File: src/rtl/lfsr_run_ctrl_if.sv
// ---------------------------------------------------------------------------
// lfsr_run_ctrl_if
//   Bundles the control, configuration and datapath-facing signals of the
//   LFSR run sequencer.
//
//   master : drives the run requests and configuration, and returns the
//            datapath state x. It observes the sequencer outputs.
//   slave  : the sequencer itself (lfsr_run_ctrl).
//
//   Signals
//     start, abort          run request / cancel
//     run_len[CNT_W-1:0]    number of RUN cycles
//     cont_mode[1:0]        injection mode (00 off, 01 static, 10 walk, 11 off)
//     cont_pat[2:0]         static injection pattern
//     expect_sig[5:0]       expected signature
//     x[5:0]                datapath state {x5..x0}
//     lfsr_rst              datapath clear
//     cont[2:0]             injection lines {cont3,cont2,cont1}
//     busy, done, pass      run status
//     sig[5:0]              running / final signature
// ---------------------------------------------------------------------------
interface lfsr_run_ctrl_if #(
  parameter int CNT_W = 8
);
  logic             start;
  logic             abort;
  logic [CNT_W-1:0] run_len;
  logic [1:0]       cont_mode;
  logic [2:0]       cont_pat;
  logic [5:0]       expect_sig;
  logic [5:0]       x;
  logic             lfsr_rst;
  logic [2:0]       cont;
  logic             busy;
  logic             done;
  logic             pass;
  logic [5:0]       sig;

  modport master (
    output start, abort, run_len, cont_mode, cont_pat, expect_sig, x,
    input  lfsr_rst, cont, busy, done, pass, sig
  );

  modport slave (
    input  start, abort, run_len, cont_mode, cont_pat, expect_sig, x,
    output lfsr_rst, cont, busy, done, pass, sig
  );
endinterface

File: src/rtl/lfsr_run_ctrl.sv
// ---------------------------------------------------------------------------
// lfsr_run_ctrl
//   Sequencer for the dual-chain LFSR datapath. A run clears the datapath
//   for one cycle, then drives the injection lines for run_len cycles while
//   compressing x[5:0] into a 6-bit rotating-XOR signature, and finally
//   reports the signature comparison with a one-cycle done pulse.
//
//   Ports
//     clock   system clock, rising edge
//     reset   synchronous, active-high reset
//     bus     lfsr_run_ctrl_if slave modport (see interface header)
//
//   All outputs are registered: each output register is loaded with the
//   value belonging to the state being entered on that edge.
// ---------------------------------------------------------------------------
module lfsr_run_ctrl #(
  parameter int CNT_W = 8
) (
  input  logic              clock,
  input  logic              reset,
  lfsr_run_ctrl_if.slave    bus
);

  typedef enum logic [1:0] {
    IDLE = 2'd0,
    CLR  = 2'd1,
    RUN  = 2'd2,
    DONE = 2'd3
  } state_t;

  state_t           state_q, state_d;
  logic [CNT_W-1:0] cnt_q, cnt_d;
  logic [CNT_W-1:0] run_len_q, run_len_d;
  logic [1:0]       mode_q, mode_d;
  logic [2:0]       pat_q, pat_d;
  logic [5:0]       expect_q, expect_d;
  logic             lfsr_rst_q, lfsr_rst_d;
  logic [2:0]       cont_q, cont_d;
  logic             busy_q, busy_d;
  logic             done_q, done_d;
  logic             pass_q, pass_d;
  logic [5:0]       sig_q, sig_d;

  // ---------------------------------------------------------------------
  // Next-state and output logic
  // ---------------------------------------------------------------------
  always_comb begin
    state_d    = state_q;
    cnt_d      = cnt_q;
    run_len_d  = run_len_q;
    mode_d     = mode_q;
    pat_d      = pat_q;
    expect_d   = expect_q;
    sig_d      = sig_q;
    pass_d     = pass_q;
    lfsr_rst_d = 1'b0;
    cont_d     = 3'b000;
    busy_d     = 1'b0;
    done_d     = 1'b0;

    unique case (state_q)
      IDLE: begin
        // start takes priority over abort here; abort has no meaning in IDLE
        if (bus.start) begin
          run_len_d = bus.run_len;
          mode_d    = bus.cont_mode;
          pat_d     = bus.cont_pat;
          expect_d  = bus.expect_sig;
          sig_d     = 6'd0;
          pass_d    = 1'b0;
          state_d   = CLR;
        end
      end

      CLR: begin
        cnt_d = '0;
        if (bus.abort) begin
          sig_d   = 6'd0;
          pass_d  = 1'b0;
          state_d = IDLE;
        end else if (run_len_q == '0) begin
          state_d = DONE;
        end else begin
          state_d = RUN;
        end
      end

      RUN: begin
        if (bus.abort) begin
          sig_d   = 6'd0;
          pass_d  = 1'b0;
          state_d = IDLE;
        end else begin
          sig_d = {sig_q[4:0], sig_q[5]} ^ bus.x;
          cnt_d = cnt_q + CNT_W'(1);
          // run_len_q is non-zero here (zero-length runs skip RUN), so the
          // subtraction cannot underflow and cnt never exceeds run_len.
          if (cnt_q == run_len_q - CNT_W'(1)) begin
            state_d = DONE;
          end
        end
      end

      DONE: begin
        state_d = IDLE;
      end

      default: begin
        state_d = IDLE;
      end
    endcase

    // Registered outputs follow the state being entered.
    lfsr_rst_d = (state_d == CLR);
    busy_d     = (state_d != IDLE);
    // DONE is only ever entered from CLR or RUN, so this is a single pulse.
    done_d     = (state_d == DONE);
    if (state_d == DONE) begin
      pass_d = (sig_d == expect_q);
    end

    if (state_d == RUN) begin
      unique case (mode_q)
        2'b01:   cont_d = pat_q;
        // Walking one: seed on the first RUN cycle, then rotate left.
        2'b10:   cont_d = (state_q == CLR) ? 3'b001 : {cont_q[1:0], cont_q[2]};
        default: cont_d = 3'b000;
      endcase
    end
  end

  // ---------------------------------------------------------------------
  // State and output registers
  // ---------------------------------------------------------------------
  always_ff @(posedge clock) begin
    if (reset) begin
      state_q    <= IDLE;
      cnt_q      <= '0;
      run_len_q  <= '0;
      mode_q     <= 2'b00;
      pat_q      <= 3'b000;
      expect_q   <= 6'd0;
      lfsr_rst_q <= 1'b0;
      cont_q     <= 3'b000;
      busy_q     <= 1'b0;
      done_q     <= 1'b0;
      pass_q     <= 1'b0;
      sig_q      <= 6'd0;
    end else begin
      state_q    <= state_d;
      cnt_q      <= cnt_d;
      run_len_q  <= run_len_d;
      mode_q     <= mode_d;
      pat_q      <= pat_d;
      expect_q   <= expect_d;
      lfsr_rst_q <= lfsr_rst_d;
      cont_q     <= cont_d;
      busy_q     <= busy_d;
      done_q     <= done_d;
      pass_q     <= pass_d;
      sig_q      <= sig_d;
    end
  end

  assign bus.lfsr_rst = lfsr_rst_q;
  assign bus.cont     = cont_q;
  assign bus.busy     = busy_q;
  assign bus.done     = done_q;
  assign bus.pass     = pass_q;
  assign bus.sig      = sig_q;

endmodule
File: src/flat_wrapper.sv
// flat-port wrapper written by rule: the top's interface ports become plain ports
module lfsr_run_ctrl_flat 
#(
  parameter int CNT_W = 8
)
  (clock, reset, bus_start, bus_abort, bus_run_len, bus_cont_mode, bus_cont_pat, bus_expect_sig, bus_x, bus_lfsr_rst, bus_cont, bus_busy, bus_done, bus_pass, bus_sig);
  lfsr_run_ctrl_if #(.CNT_W(CNT_W)) bus_i ();
  input  logic clock;
  input  logic reset;
  input wire logic [$bits(bus_i.start)-1:0] bus_start;
  input wire logic [$bits(bus_i.abort)-1:0] bus_abort;
  input wire logic [$bits(bus_i.run_len)-1:0] bus_run_len;
  input wire logic [$bits(bus_i.cont_mode)-1:0] bus_cont_mode;
  input wire logic [$bits(bus_i.cont_pat)-1:0] bus_cont_pat;
  input wire logic [$bits(bus_i.expect_sig)-1:0] bus_expect_sig;
  input wire logic [$bits(bus_i.x)-1:0] bus_x;
  output wire logic [$bits(bus_i.lfsr_rst)-1:0] bus_lfsr_rst;
  output wire logic [$bits(bus_i.cont)-1:0] bus_cont;
  output wire logic [$bits(bus_i.busy)-1:0] bus_busy;
  output wire logic [$bits(bus_i.done)-1:0] bus_done;
  output wire logic [$bits(bus_i.pass)-1:0] bus_pass;
  output wire logic [$bits(bus_i.sig)-1:0] bus_sig;
  assign bus_i.start = bus_start;
  assign bus_i.abort = bus_abort;
  assign bus_i.run_len = bus_run_len;
  assign bus_i.cont_mode = bus_cont_mode;
  assign bus_i.cont_pat = bus_cont_pat;
  assign bus_i.expect_sig = bus_expect_sig;
  assign bus_i.x = bus_x;
  assign bus_lfsr_rst = bus_i.lfsr_rst;
  assign bus_cont = bus_i.cont;
  assign bus_busy = bus_i.busy;
  assign bus_done = bus_i.done;
  assign bus_pass = bus_i.pass;
  assign bus_sig = bus_i.sig;
  lfsr_run_ctrl #(.CNT_W(CNT_W)) u_core (.clock(clock), .reset(reset), .bus(bus_i));
endmodule
File: config.mk
export PLATFORM = sky130hd
export DESIGN_NAME = lfsr_run_ctrl_flat
export DESIGN_NICKNAME = d
export VERILOG_FILES = /design/src/rtl/lfsr_run_ctrl_if.sv /design/src/rtl/lfsr_run_ctrl.sv /design/src/flat_wrapper.sv
export SDC_FILE = /design/constraint.sdc
export NUM_CORES = 1
export LEC_CHECK = 0
export CELL_PAD_IN_SITES_DETAIL_PLACEMENT = 1
export CELL_PAD_IN_SITES_GLOBAL_PLACEMENT = 1
export CORE_UTILIZATION = 37
export DETAILED_ROUTE_END_ITERATION = 16
export PLACE_DENSITY = 0.74
export SLEW_MARGIN = 20
export SYNTH_ARGS = -nofsm -noshare
export SYNTH_HDL_FRONTEND = slang
export SYNTH_SLANG_ARGS = --single-unit
File: constraint.sdc
create_clock -name clock -period 2.26 [get_ports clock]
set_input_delay 0.565 -clock clock [delete_from_list [all_inputs] [get_ports clock]]
set_output_delay 0.565 -clock clock [all_outputs]
set_load 0.02 [all_outputs]
==> flow_summary.ini <==
[floorplanning]
ios = 42
core_um2 = 5570
dieWidth_um = 78.3
die_y_um = 78.3
rows = 27
die_area_um2 = 6130
initial_core_util = 0.387

[timing]
fin_skew_ns = 0.00500
fmax_mhz = 445
relSlewSlack = 0.695
rsz0062_at_grt = yes
layout_min_cycle_time_ns = 2.25
finalHoldViolations = 0
fin_setup_tns_ns = 0
slew_violations = 0
setup_violations = 0
max_slew.worst_pin.slew_ns = 0.457
fin_crit_sh = 0.995

[synthesis]
yosys.area.top_type = dfxtp_1
netlist_instances = 257
syn_nets = 294
synth_common_cells = nand2_1 (49), dfxtp_1 (42), a21oi_1 (32), nor2_1 (15), xor2_1 (11)
netlist_area_um2 = 2150
synth_top_area_frac = 0.390
ys_ff_latch = 42
avgSynthCellArea_um2 = 8.38
synth_most_common_cell = nand2_1
synthArstFlopShare = 0
ys_types = 48
yosys_warnings = 0
synth_edf_count = 0
synthTopCellsByArea = dfxtp_1 (39%), nand2_1 (8.5%), a21oi_1 (7.4%), ha_1 (4.6%), xor2_1 (4.5%)
seq_area_frac_synth = 0.390
ys.flop_type = dfxtp_1

[global_routing]
grt_overflow_total = 0
grt_pass1_vias = 2121
grt_pass1_wl_um = 9780
track_usage = 0.203
antenna_found_initial = 0
grt_max_degree = 37

[layout]
fin_area_um2 = 3040
fin_nets = 363
post-route-util = 0.546
drive_above_1_share = 0.205
n_antenna_cell = 0
syn_to_final_growth_pct = 41.3

[flow_run]
cap_violations = 0

[routing]
totalWireLength_um = 5840
final_antenna_net_count = 0
vias = 2054
viasPerCell = 5.15
drcViolationCount = 0
drt-initial-drc-count = 55
first_pass_iters = 4
wl_per_cell_um = 14.6

[clock_network]
cts_hold_buf = 0
worstSkewPairLatency_ns = 0.30
cts-root-buf = clkbuf_8
cts.sink_count = 42
htree_levels = 2
cts_made_buffers = 5
path_clk_slew_ns = 0.08
tritoncts = done
cts_buffer_depth = 2

[worst_setup_path]
crit_arrival_ns = 2.45
worstPathRequired_ns = 2.47
cp_max_fo = 6
cp-start-kind = flip-flop
end_kind = flip-flop
r2r_cells = 9
worstSetupPathType = flip-flop to flip-flop

[place]
gp_congestion = 0.795
dpl.hpwl_um = 4240
port_buffers = 41
placed_area_um2 = 2810

[power_and_ir_drop]
p_per_area_nw_per_um2 = 661
peakVddDrop_mv = 0.315
leakage_uw = 0.00116

[min_path]
worstHoldPathType = flip-flop to flip-flop
whs_path_depth = 2

[run_status]
status = completed
-- critical path, stage by stage, from the launching register on --
cell and delay (ns):
dfxtp_2 0.33, inv_2 0.06, ha_4 0.14, or3b_1 0.36
a211oi_2 0.20, o211ai_1 0.19, nor4_4 0.32, buf_4 0.18
nor2_4 0.06, nor4b_2 0.31
-- layout make-up --
type                    instances  area (um^2)
multi-input cells             199         1350
clock inverters                 2         12.5
well taps                      72         90.1
clock buffers                   6         82.6
repair buffers                 70          641
flip-flops and latches         42          843
inverters                       8         30.0
fillers                       684         2530
-- cells in the final DEF (no fill, tap or decap), types with 4 or more instances in the layout --
cell type	instances
a21oi_1	32
a22oi_1	4
buf_4	28
clkbuf_8	6
clkdlybuf4s50_1	41
dfxtp_1	40
ha_1	7
inv_1	6
nand2_1	49
nand2b_1	5
nand3_1	7
nor2_1	15
nor2b_1	4
xnor2_1	5
xor2_1	11
-- layer usage --
| layer | track usage | vias to the layer above | part of all wire |
|---|---|---|---|
| met5 | 0 | - | 0 |
| met4 | 0.0500 | 0 | 0.0075 |
| met3 | 0.0407 | 7 | 0.024 |
| met2 | 0.385 | 26 | 0.53 |
| met1 | 0.231 | 992 | 0.44 |
| li1 | - | 1029 | - |
-- report_power, final --
part,internal [uW],total [uW],switching (uW)
Clock,246,514,268
Combinational,313,656,343
Sequential,796,842,45.5
Total,1350,2010,656
-- path summary, 6_finish.rpt --
path                              endpoint  slack, ns                        startpoint
max          u_core.bus.cont[1]$_SDFF_PP0_       0.01  u_core.run_len_q[1]$_SDFFE_PP0P_
min           u_core.pat_q[0]$_SDFFE_PP0P_       0.47      u_core.pat_q[0]$_SDFFE_PP0P_
max reg2reg  u_core.bus.cont[1]$_SDFF_PP0_       0.01  u_core.run_len_q[1]$_SDFFE_PP0P_
min reg2reg   u_core.pat_q[0]$_SDFFE_PP0P_       0.47      u_core.pat_q[0]$_SDFFE_PP0P_
-- registers in the layout, indices dropped and copies added (netlist names) --
signal               cells
u_core.bus.sig           6
u_core.pat_q             3
u_core.state_q           2
u_core.bus.done          1
u_core.mode_q            2
u_core.bus.busy          1
u_core.run_len_q         8
u_core.bus.cont          3
u_core.bus.pass          1
u_core.expect_q          6
u_core.cnt_q             8
u_core.bus.lfsr_rst      1
-- cells by family (layout without fill, tap and decap cells) --
group	after synthesis	after routing	share of synthesized area
adders and majority gates	8	8	0.0465
buffers and inverters	16	86	0.0279
DFF	42	42	0.390
AOI/OAI and AO/OA	56	56	0.159
muxes	5	5	0.0250
and+or+nand+nor	113	113	0.279
xor gates and xnor gates	17	17	0.0726
-- per-stage QoR --
stage	setup WS, ns	hold slack, ns	cells	power [uW]
global route	-0.148	0.493	399	2140
finish	0.0103	0.467	399	2010
global placement	-0.192	0.452	385	1440
CTS	0.00121	0.470	393	2000
floorplan	0.281	0.437	257	1210
detailed placement	-0.259	0.457	385	1460
-- what timing repair did --
action / CTS / global route
setup buffers: 0 / 6
hold endpoints to repair: 0 / 0
pin swaps: 0 / 8
setup endpoints to repair: 2 / 6
resized for setup: 4 / 17
(Power assumes the default switching activity.)
